## src/rtl/caliptra_axi2vh_pkg.sv

```systemverilog
// Shared types and constants for the AXI4-Lite to Valid-Hold bridge.
package caliptra_axi2vh_pkg;

    typedef enum logic [2:0] {
        ST_IDLE   = 3'd0,
        ST_WR_REQ = 3'd1,
        ST_WR_RSP = 3'd2,
        ST_RD_REQ = 3'd3,
        ST_RD_RSP = 3'd4
    } axi2vh_state_e;

    localparam logic [1:0] RESP_OKAY    = 2'b00;
    localparam logic [1:0] RESP_SLVERR  = 2'b10;
    localparam logic [2:0] VH_SIZE_WORD = 3'd2;

    function automatic logic [1:0] vh_resp(input logic err);
        return err ? RESP_SLVERR : RESP_OKAY;
    endfunction

endpackage

```

## src/rtl/caliptra_axi2vh_arb.sv

```systemverilog
// Two-requester round-robin arbiter; the priority bit flips after every grant.
module caliptra_axi2vh_arb (
    input  logic clk_i,
    input  logic rst_ni,
    input  logic i_en,
    input  logic i_req_wr,
    input  logic i_req_rd,
    output logic o_gnt_wr,
    output logic o_gnt_rd
);

    logic r_rd_first;

    // NOTE: every combinational output gets a default first so no path infers a latch.
    always_comb begin
        o_gnt_wr = 1'b0;
        o_gnt_rd = 1'b0;
        if (i_en) begin
            if (i_req_wr && (!i_req_rd || !r_rd_first)) begin
                o_gnt_wr = 1'b1;
            end else if (i_req_rd) begin
                o_gnt_rd = 1'b1;
            end
        end
    end

    // NOTE: sequential state uses non-blocking assignments only.
    always_ff @(posedge clk_i or negedge rst_ni) begin
        if (!rst_ni) begin
            r_rd_first <= 1'b0;
        end else if (o_gnt_wr || o_gnt_rd) begin
            r_rd_first <= ~r_rd_first;
        end
    end

endmodule

```

## src/rtl/caliptra_axi_lite_to_vh.sv

```systemverilog
// AXI4-Lite subordinate issuing one Valid-Hold request at a time.
// Optional alignment/strobe checking is enabled with CALIPTRA_AXI2VH_ADDR_CHECK_EN.
module caliptra_axi_lite_to_vh
    import caliptra_axi2vh_pkg::*;
#(
    parameter int ADDR_WIDTH = 32,
    parameter int DATA_WIDTH = 32,
    parameter int USER_WIDTH = 32,
    parameter int ID_WIDTH   = 8
) (
    input  logic                    clk_i,
    input  logic                    rst_ni,

    input  logic                    awvalid_i,
    output logic                    awready_o,
    input  logic [ADDR_WIDTH-1:0]   awaddr_i,
    input  logic [ID_WIDTH-1:0]     awid_i,
    input  logic [USER_WIDTH-1:0]   awuser_i,

    input  logic                    wvalid_i,
    output logic                    wready_o,
    input  logic [DATA_WIDTH-1:0]   wdata_i,
    input  logic [DATA_WIDTH/8-1:0] wstrb_i,

    output logic                    bvalid_o,
    input  logic                    bready_i,
    output logic [1:0]              bresp_o,
    output logic [ID_WIDTH-1:0]     bid_o,

    input  logic                    arvalid_i,
    output logic                    arready_o,
    input  logic [ADDR_WIDTH-1:0]   araddr_i,
    input  logic [ID_WIDTH-1:0]     arid_i,
    input  logic [USER_WIDTH-1:0]   aruser_i,

    output logic                    rvalid_o,
    input  logic                    rready_i,
    output logic [DATA_WIDTH-1:0]   rdata_o,
    output logic [1:0]              rresp_o,
    output logic [ID_WIDTH-1:0]     rid_o,
    output logic                    rlast_o,

    output logic                    dv_o,
    input  logic                    hld_i,
    output logic [ADDR_WIDTH-1:0]   addr_o,
    output logic                    write_o,
    output logic [DATA_WIDTH-1:0]   wdata_o,
    output logic [DATA_WIDTH/8-1:0] wstrb_o,
    output logic [2:0]              size_o,
    output logic                    last_o,
    output logic [USER_WIDTH-1:0]   user_o,
    output logic [ID_WIDTH-1:0]     id_o,
    input  logic [DATA_WIDTH-1:0]   rdata_i,
    input  logic                    error_i
);

    localparam int STRB_WIDTH = DATA_WIDTH / 8;

    axi2vh_state_e r_state, w_state_nxt;

    logic                  w_gnt_wr, w_gnt_rd, w_accept, w_vh_done, w_acc_err;
    logic [ADDR_WIDTH-1:0] r_addr;
    logic [DATA_WIDTH-1:0] r_wdata, r_rdata;
    logic [STRB_WIDTH-1:0] r_wstrb;
    logic [USER_WIDTH-1:0] r_user;
    logic [ID_WIDTH-1:0]   r_id;
    logic [1:0]            r_resp;

    caliptra_axi2vh_arb u_arb (
        .clk_i    (clk_i),
        .rst_ni   (rst_ni),
        .i_en     (r_state == ST_IDLE),
        .i_req_wr (awvalid_i && wvalid_i),
        .i_req_rd (arvalid_i),
        .o_gnt_wr (w_gnt_wr),
        .o_gnt_rd (w_gnt_rd)
    );

    assign w_accept  = w_gnt_wr || w_gnt_rd;
    assign w_vh_done = dv_o && !hld_i;

`ifdef CALIPTRA_AXI2VH_ADDR_CHECK_EN
    // Misaligned or strobe-less requests are answered locally, never reaching VH.
    assign w_acc_err = w_gnt_wr ? ((awaddr_i[1:0] != 2'b00) || (wstrb_i == '0))
                                : (araddr_i[1:0] != 2'b00);
`else
    assign w_acc_err = 1'b0;
`endif

    always_ff @(posedge clk_i or negedge rst_ni) begin
        if (!rst_ni) begin
            r_state <= ST_IDLE;
        end else begin
            r_state <= w_state_nxt;
        end
    end

    always_comb begin
        w_state_nxt = r_state;
        unique case (r_state)
            ST_IDLE: begin
                if (w_gnt_wr) begin
                    w_state_nxt = w_acc_err ? ST_WR_RSP : ST_WR_REQ;
                end else if (w_gnt_rd) begin
                    w_state_nxt = w_acc_err ? ST_RD_RSP : ST_RD_REQ;
                end
            end
            ST_WR_REQ: if (!hld_i)    w_state_nxt = ST_WR_RSP;
            ST_RD_REQ: if (!hld_i)    w_state_nxt = ST_RD_RSP;
            ST_WR_RSP: if (bready_i)  w_state_nxt = ST_IDLE;
            ST_RD_RSP: if (rready_i)  w_state_nxt = ST_IDLE;
            default:                  w_state_nxt = ST_IDLE;
        endcase
    end

    // NOTE: the request/response holding registers are few and feed outputs, so they are reset.
    always_ff @(posedge clk_i or negedge rst_ni) begin
        if (!rst_ni) begin
            r_addr  <= '0;
            r_wdata <= '0;
            r_wstrb <= '0;
            r_user  <= '0;
            r_id    <= '0;
            r_rdata <= '0;
            r_resp  <= RESP_OKAY;
        end else if (w_accept) begin
            r_addr  <= w_gnt_wr ? awaddr_i : araddr_i;
            r_user  <= w_gnt_wr ? awuser_i : aruser_i;
            r_id    <= w_gnt_wr ? awid_i   : arid_i;
            r_wdata <= w_gnt_wr ? wdata_i  : '0;
            r_wstrb <= w_gnt_wr ? wstrb_i  : '1;
            r_rdata <= '0;
            r_resp  <= vh_resp(w_acc_err);
        end else if (w_vh_done) begin
            r_rdata <= rdata_i;
            r_resp  <= vh_resp(error_i);
        end
    end

    assign awready_o = w_gnt_wr;
    assign wready_o  = w_gnt_wr;
    assign arready_o = w_gnt_rd;

    assign dv_o    = (r_state == ST_WR_REQ) || (r_state == ST_RD_REQ);
    assign write_o = (r_state == ST_WR_REQ);
    assign addr_o  = r_addr;
    assign wdata_o = r_wdata;
    assign wstrb_o = r_wstrb;
    assign user_o  = r_user;
    assign id_o    = r_id;
    assign size_o  = VH_SIZE_WORD;
    assign last_o  = 1'b1;

    assign bvalid_o = (r_state == ST_WR_RSP);
    assign bresp_o  = r_resp;
    assign bid_o    = r_id;

    assign rvalid_o = (r_state == ST_RD_RSP);
    assign rdata_o  = r_rdata;
    assign rresp_o  = r_resp;
    assign rid_o    = r_id;
    assign rlast_o  = 1'b1;

endmodule

```

## config.mk

```make
export PLATFORM = sky130hd
export DESIGN_NAME = caliptra_axi_lite_to_vh
export DESIGN_NICKNAME = d
export VERILOG_FILES = /design/src/rtl/caliptra_axi2vh_pkg.sv /design/src/rtl/caliptra_axi2vh_arb.sv /design/src/rtl/caliptra_axi_lite_to_vh.sv
export SDC_FILE = /design/constraint.sdc
export NUM_CORES = 1
export LEC_CHECK = 0
export CAP_MARGIN = 10
export CORE_AREA = 2 2 154 156
export CTS_BUF_LIST = sky130_fd_sc_hd__clkbuf_4
export CTS_CLUSTER_DIAMETER = 120
export DETAILED_ROUTE_END_ITERATION = 7
export DIE_AREA = 0 0 156 158
export GPL_TIMING_DRIVEN = 0
export PLACE_DENSITY = 0.64
export SKIP_CTS_REPAIR_TIMING = 1
export SYNTH_ARGS = -nofsm -noshare
export SYNTH_HDL_FRONTEND = slang
export SYNTH_SLANG_ARGS = --single-unit
```

## constraint.sdc

```tcl
create_clock -name clk_i -period 2.7 [get_ports clk_i]
set_clock_uncertainty 0.1 [all_clocks]
set_input_delay 0.405 -clock clk_i [delete_from_list [all_inputs] [get_ports clk_i]]
set_output_delay 0.405 -clock clk_i [all_outputs]
set_load 0.01 [all_outputs]
```

**Word level (Yosys, flattened, before mapping)**

Index checks and enable logic that the tools add are counted.

- Register bits: 146
- Logic and storage cells: 53
- Input port bits: 221

- Mux-type cells: 22
- Bitwise gates (word level): 1
- Equal/unequal tests: 9
- Reduce and logical (&&, ||, !) cells: 12

Operators by type and width:

| cell | number |
|---|---|
| two-way mux 32 bit | 5 |
| two-way mux 3 bit | 6 |
| one-hot mux 3 bit (5 select lines) | 1 |
| two-way mux 8 bit | 1 |
| == test 3 x 2 -> 1 bit, second input constant | 2 |
| two-way mux 2 bit | 3 |
| two-way mux 1 bit | 5 |
| AND reduction 5 bit | 1 |
| two-way mux 4 bit | 1 |
| != test 2 x 1 -> 1 bit, second input constant | 2 |
| != test 2 bit, second input constant | 2 |
| == test 3 x 1 -> 1 bit, second input constant | 1 |
| == test 3 bit, second input constant | 1 |
| logical AND 1 bit | 3 |
| logical NOT 1 bit | 3 |
| logical NOT 3 bit | 1 |
| logical OR 1 bit | 3 |
| != test 3 bit, second input constant | 1 |
| nonzero test 2 bit | 1 |
| NOT 1 bit | 1 |

**Depth between registers and ports, before layout**

- Depth after elaboration: 8
- Gate-level depth with buffers: 8

**Modules after synthesis**

A second synthesis with hierarchy kept.

- Cells, all modules: 535
- Area, all modules: 6,202.2 um^2

Modules (own cells, without submodules):

| module | cells an instance | instances | area each (um^2) |
|---|---|---|---|
| caliptra_axi_lite_to_vh | 527 | 1 | 6,138.4 |
| caliptra_axi2vh_arb | 8 | 1 | 63.8 |

**Worst setup path before layout**

OpenSTA, ideal clock, no wires.

- Path type: flip-flop to output port
- From: reg r_state[0]
- To: out wready_o
- Path slack: 0.788 ns
- Path buffers: 3
- Data required time: 2.195 ns
- Arrival: 1.407 ns
- Cell stages (with the launch flop): 7
- Path through: dfrtp_1 > buf_2 > nor3_2 > nand4_1 > inv_2 > buf_2 > buf_4

- Cells in the longest elaborated chain, start to end: 2

Ends and longest elaborated chain:

| what | RTL line | source |
|---|---|---|
| start: declaration | caliptra_axi_lite_to_vh.sv:59 | `axi2vh_state_e r_state, w_state_nxt;` |
| start signal: assignment | caliptra_axi_lite_to_vh.sv:94 | `r_state <= w_state_nxt;` |
| logical NOT 3 bit | caliptra_axi_lite_to_vh.sv:72 | `.i_en (r_state == ST_IDLE),` |
| two-way mux 1 bit | caliptra_axi2vh_arb.sv:18 | `if (i_en) begin` |
| end: declaration | caliptra_axi_lite_to_vh.sv:21 | `output logic wready_o,` |

No other way between the ends.

**Worst setup path in the final report**

- From: reg r_state[2]
- To: out dv_o

- Cells in the longest elaborated chain, start to end: 2
- Elaborated cells between the ends (all ways): 3

Ends and longest elaborated chain:

| what | RTL line | source |
|---|---|---|
| == test 3 x 1 -> 1 bit or == test 3 x 2 -> 1 bit (tied branches) | caliptra_axi_lite_to_vh.sv:144 | `assign dv_o = (r_state == ST_WR_REQ) \|\| (r_state == ST_RD_REQ);` |
| logical OR 1 bit * | caliptra_axi_lite_to_vh.sv:144 |  |
| end: declaration | caliptra_axi_lite_to_vh.sv:43 | `output logic dv_o,` |

Every way passes the cells marked *; elsewhere a longest branch is shown, timed or not.

==> reports/results.ini <==
[outcome]
outcome = finished, final reports clean

[setup_path]
regToRegEndpoint = rdata_o[23]
slowest_stage = clkdlybuf4s50_1
startpoint = r_state[2]
end_kind = primary output
slowest_delay_ns = 0.60
r2r_slack_ns = 0.59
critical_path_buf_inv_count = 2
path_class = flop to primary output
worst-path-stages = 3
arrival_ns = 1.99
path_delay_family = buffers and inverters
rr_worst_depth = 6
endpoint = dv_o
regToRegStartpoint = r_state[0]
crit_required_ns = 2.19
crit_chain = nand2b_1 -> inv_1 -> clkdlybuf4s50_1
crit_fanout = 8
critPathLaunchType = flop

[floorplanning]
start_util = 0.297
die_area_sq_mm = 0.0246
core_area_sq_mm = 0.0231
die_w_microns = 156
ios = 393
rows = 56
die_h_microns = 158

[clock_tree]
clkLatencyLatePin_ns = 0.55
cts.clk_slew.worst_paths_ns = 0.14
htreeDepth = 4
cts_root_buf = clkbuf_4
cts_buffers = 17
cts.path.max_buffers = 2
cts_tree = yes
clock_sink_count = 145

[place]
dp.cells = 1444
port_buffers = 385
gp_congestion = 0.863
dp_hpwl_microns = 19800

[timing]
max_freq_mhz = 401
timing.final.crit_share = 0.924
setup_viol = 0
report.final.slew_viol_count = 0
min_period_ns = 2.49
finalHoldViolations = 0
tightest_slew_ns = 0.686
max-slew-margin-rel = 0.543
rsz0062_at_grt = no

[synth]
yosysSeqAreaShare = 0.530
synth_warnings = 0
syn_area_sq_mm = 0.00684
avgSynthCellArea_sq_um = 8.97
synth_seq_cells = 145
postSynthCellCount = 763
ys_types = 30

[cells_and_area]
layout.cells.non_filler = 1481
area_delta_synth_final_pct = 68.0
final_common_cell = clkdlybuf4s50_1
post-route-util = 0.499
final_layout_size_suffix_gt1_frac = 0.0798
final_cell_mix = clkdlybuf4s50_1, dfrtp_1, a21oi_1
final_nets = 1399

[job]
drv_cap = 0

[routing]
ant_nets = 0
drt_pre_antenna_iters = 4
drtIter0Drc = 474
wirelength_microns = 26300
drc = 0
dr_total_vias = 7021
post_drt_wl_per_cell_microns = 17.7
via_per_inst = 4.74

[grt]
grt.total_usage = 0.208
use_met1 = 0.276
busiest_layer = met2
grt_pass1_wl_microns = 39000
met3_usage = 0.0520
grt_antenna_before_repair = 1
grt_max_degree = 78
use_met2 = 0.333
grt_pass1_vias = 6758
overflow = 0

[pwr]
p_leak_uw = 0.00488
p_per_area_mw_per_mm2 = 1030
peakVddDrop_mv = 0.380

[min_path]
hp-class = primary input to flop
min-delay-start = rdata_i[19]

==> worst reg2reg max path, cell delays in order, from the launching register on <==
cell	delay (ns)
dfrtp_1	0.38
buf_2	0.18
or3_4	0.41
nor2_4	0.37
buf_4	0.30
buf_4	0.21
a21oi_1	0.05
==> state kept, by name, summed over array words and instances, names as in the netlist <==
signal	count
wstrb_o	4
wdata_o	32
r_state	3
addr_o	32
bresp_o	1
u_arb.r_rd_first	1
rdata_o	32
bid_o	8
user_o	32
==> report_power, final <==
group / internal (uW) / switching [uW]
Clock: 653 / 883
Combinational: 3390 / 3020
Sequential: 3220 / 625
==> cell usage after synthesis <==
master | n | area, sq um
o21bai_1 | 1 | 7.51
nor4_1 | 1 | 6.26
nor3_1 | 1 | 5.00
nor3b_1 | 1 | 7.51
nand2_1 | 70 | 263
a211oi_1 | 1 | 7.51
or3_4 | 1 | 11.3
dfrtp_1 | 145 | 3630
nor4b_1 | 2 | 17.5
nand4_1 | 1 | 6.26
clkbuf_1 | 35 | 131
inv_1 | 73 | 274
buf_4 | 34 | 255
nor2_4 | 1 | 11.3
a22o_1 | 32 | 280
nor3_2 | 1 | 10.0
mux2_2 | 1 | 11.3
buf_2 | 14 | 70.1
nor2_1 | 76 | 285
o22a_1 | 4 | 35.0
nand3_1 | 1 | 5.00
nand2b_1 | 5 | 31.3
inv_2 | 1 | 3.75
o21ai_0 | 72 | 360
buf_1 | 7 | 26.3
and3_1 | 1 | 6.26
xnor2_1 | 1 | 8.76
conb_1 | 2 | 7.51
a21oi_1 | 106 | 531
o211ai_1 | 72 | 541
==> worst min-delay path by stage <==
| stage | slack [ns] | cells past startpoint | endpoint |
|---|---|---|---|
| 3_3_place_gp | 0.37 | 1 | wstrb_o[0] |
| 5_1_grt | 0.21 | 3 | rdata_o[8] |
| 3_5_place_dp | 0.37 | 1 | addr_o[27] |
| 6_report | 0.28 | 3 | rdata_o[19] |
| 4_1_cts | -0.28 | 1 | addr_o[27] |
| 2_1_floorplan | 0.009 | 0 | addr_o[0] |
==> logic make-up after synthesis <==
kind of cell | after synthesis | share of synthesized area
buffers and inverters | 164 | 0.111
DFF | 145 | 0.530
other | 2 | 0.00110
muxes | 1 | 0.00165
and+or+nand+nor | 162 | 0.0973
xor gates and xnor gates | 1 | 0.00128
AOI/OAI and AO/OA | 288 | 0.257
==> metrics by stage <==
step                total power, uW  instance area (sq um)  worst slack [ns]  hold slack [ns]  setup TNS [ns]
floorplan                      6620                   6860             0.788          0.00941               0
global placement              10200                  11100             -5.11            0.369         -740.84
detailed placement            10300                  11100            -0.733            0.369           -2.24
CTS                           11900                  11400            -0.772           -0.280           -2.20
global route                  12600                  11500            0.0178            0.208               0
finish                        11800                  11500             0.206            0.276               0
==> layout make-up <==
| class | count | area, sq um |
|---|---|---|
| tap | 290 | 363 |
| clock buffer | 17 | 128 |
| fill | 2229 | 11600 |
| multi-input combinational | 459 | 2490 |
| inverter | 74 | 283 |
| antenna | 1 | 2.50 |
| timing repair buffer | 394 | 3950 |
| sequential | 145 | 3630 |
| clock inverter | 14 | 179 |
| buffer | 87 | 478 |
==> layer usage <==
metal  share of wire  up-vias  wire (microns)
li1                -     3399               -
met1            0.43     3352           11300
met2            0.49      239           12800
met3           0.059       31            1560
met4           0.022        0             567
met5               0        -               0
No activity file was read; power rests on OpenSTA's default activity.
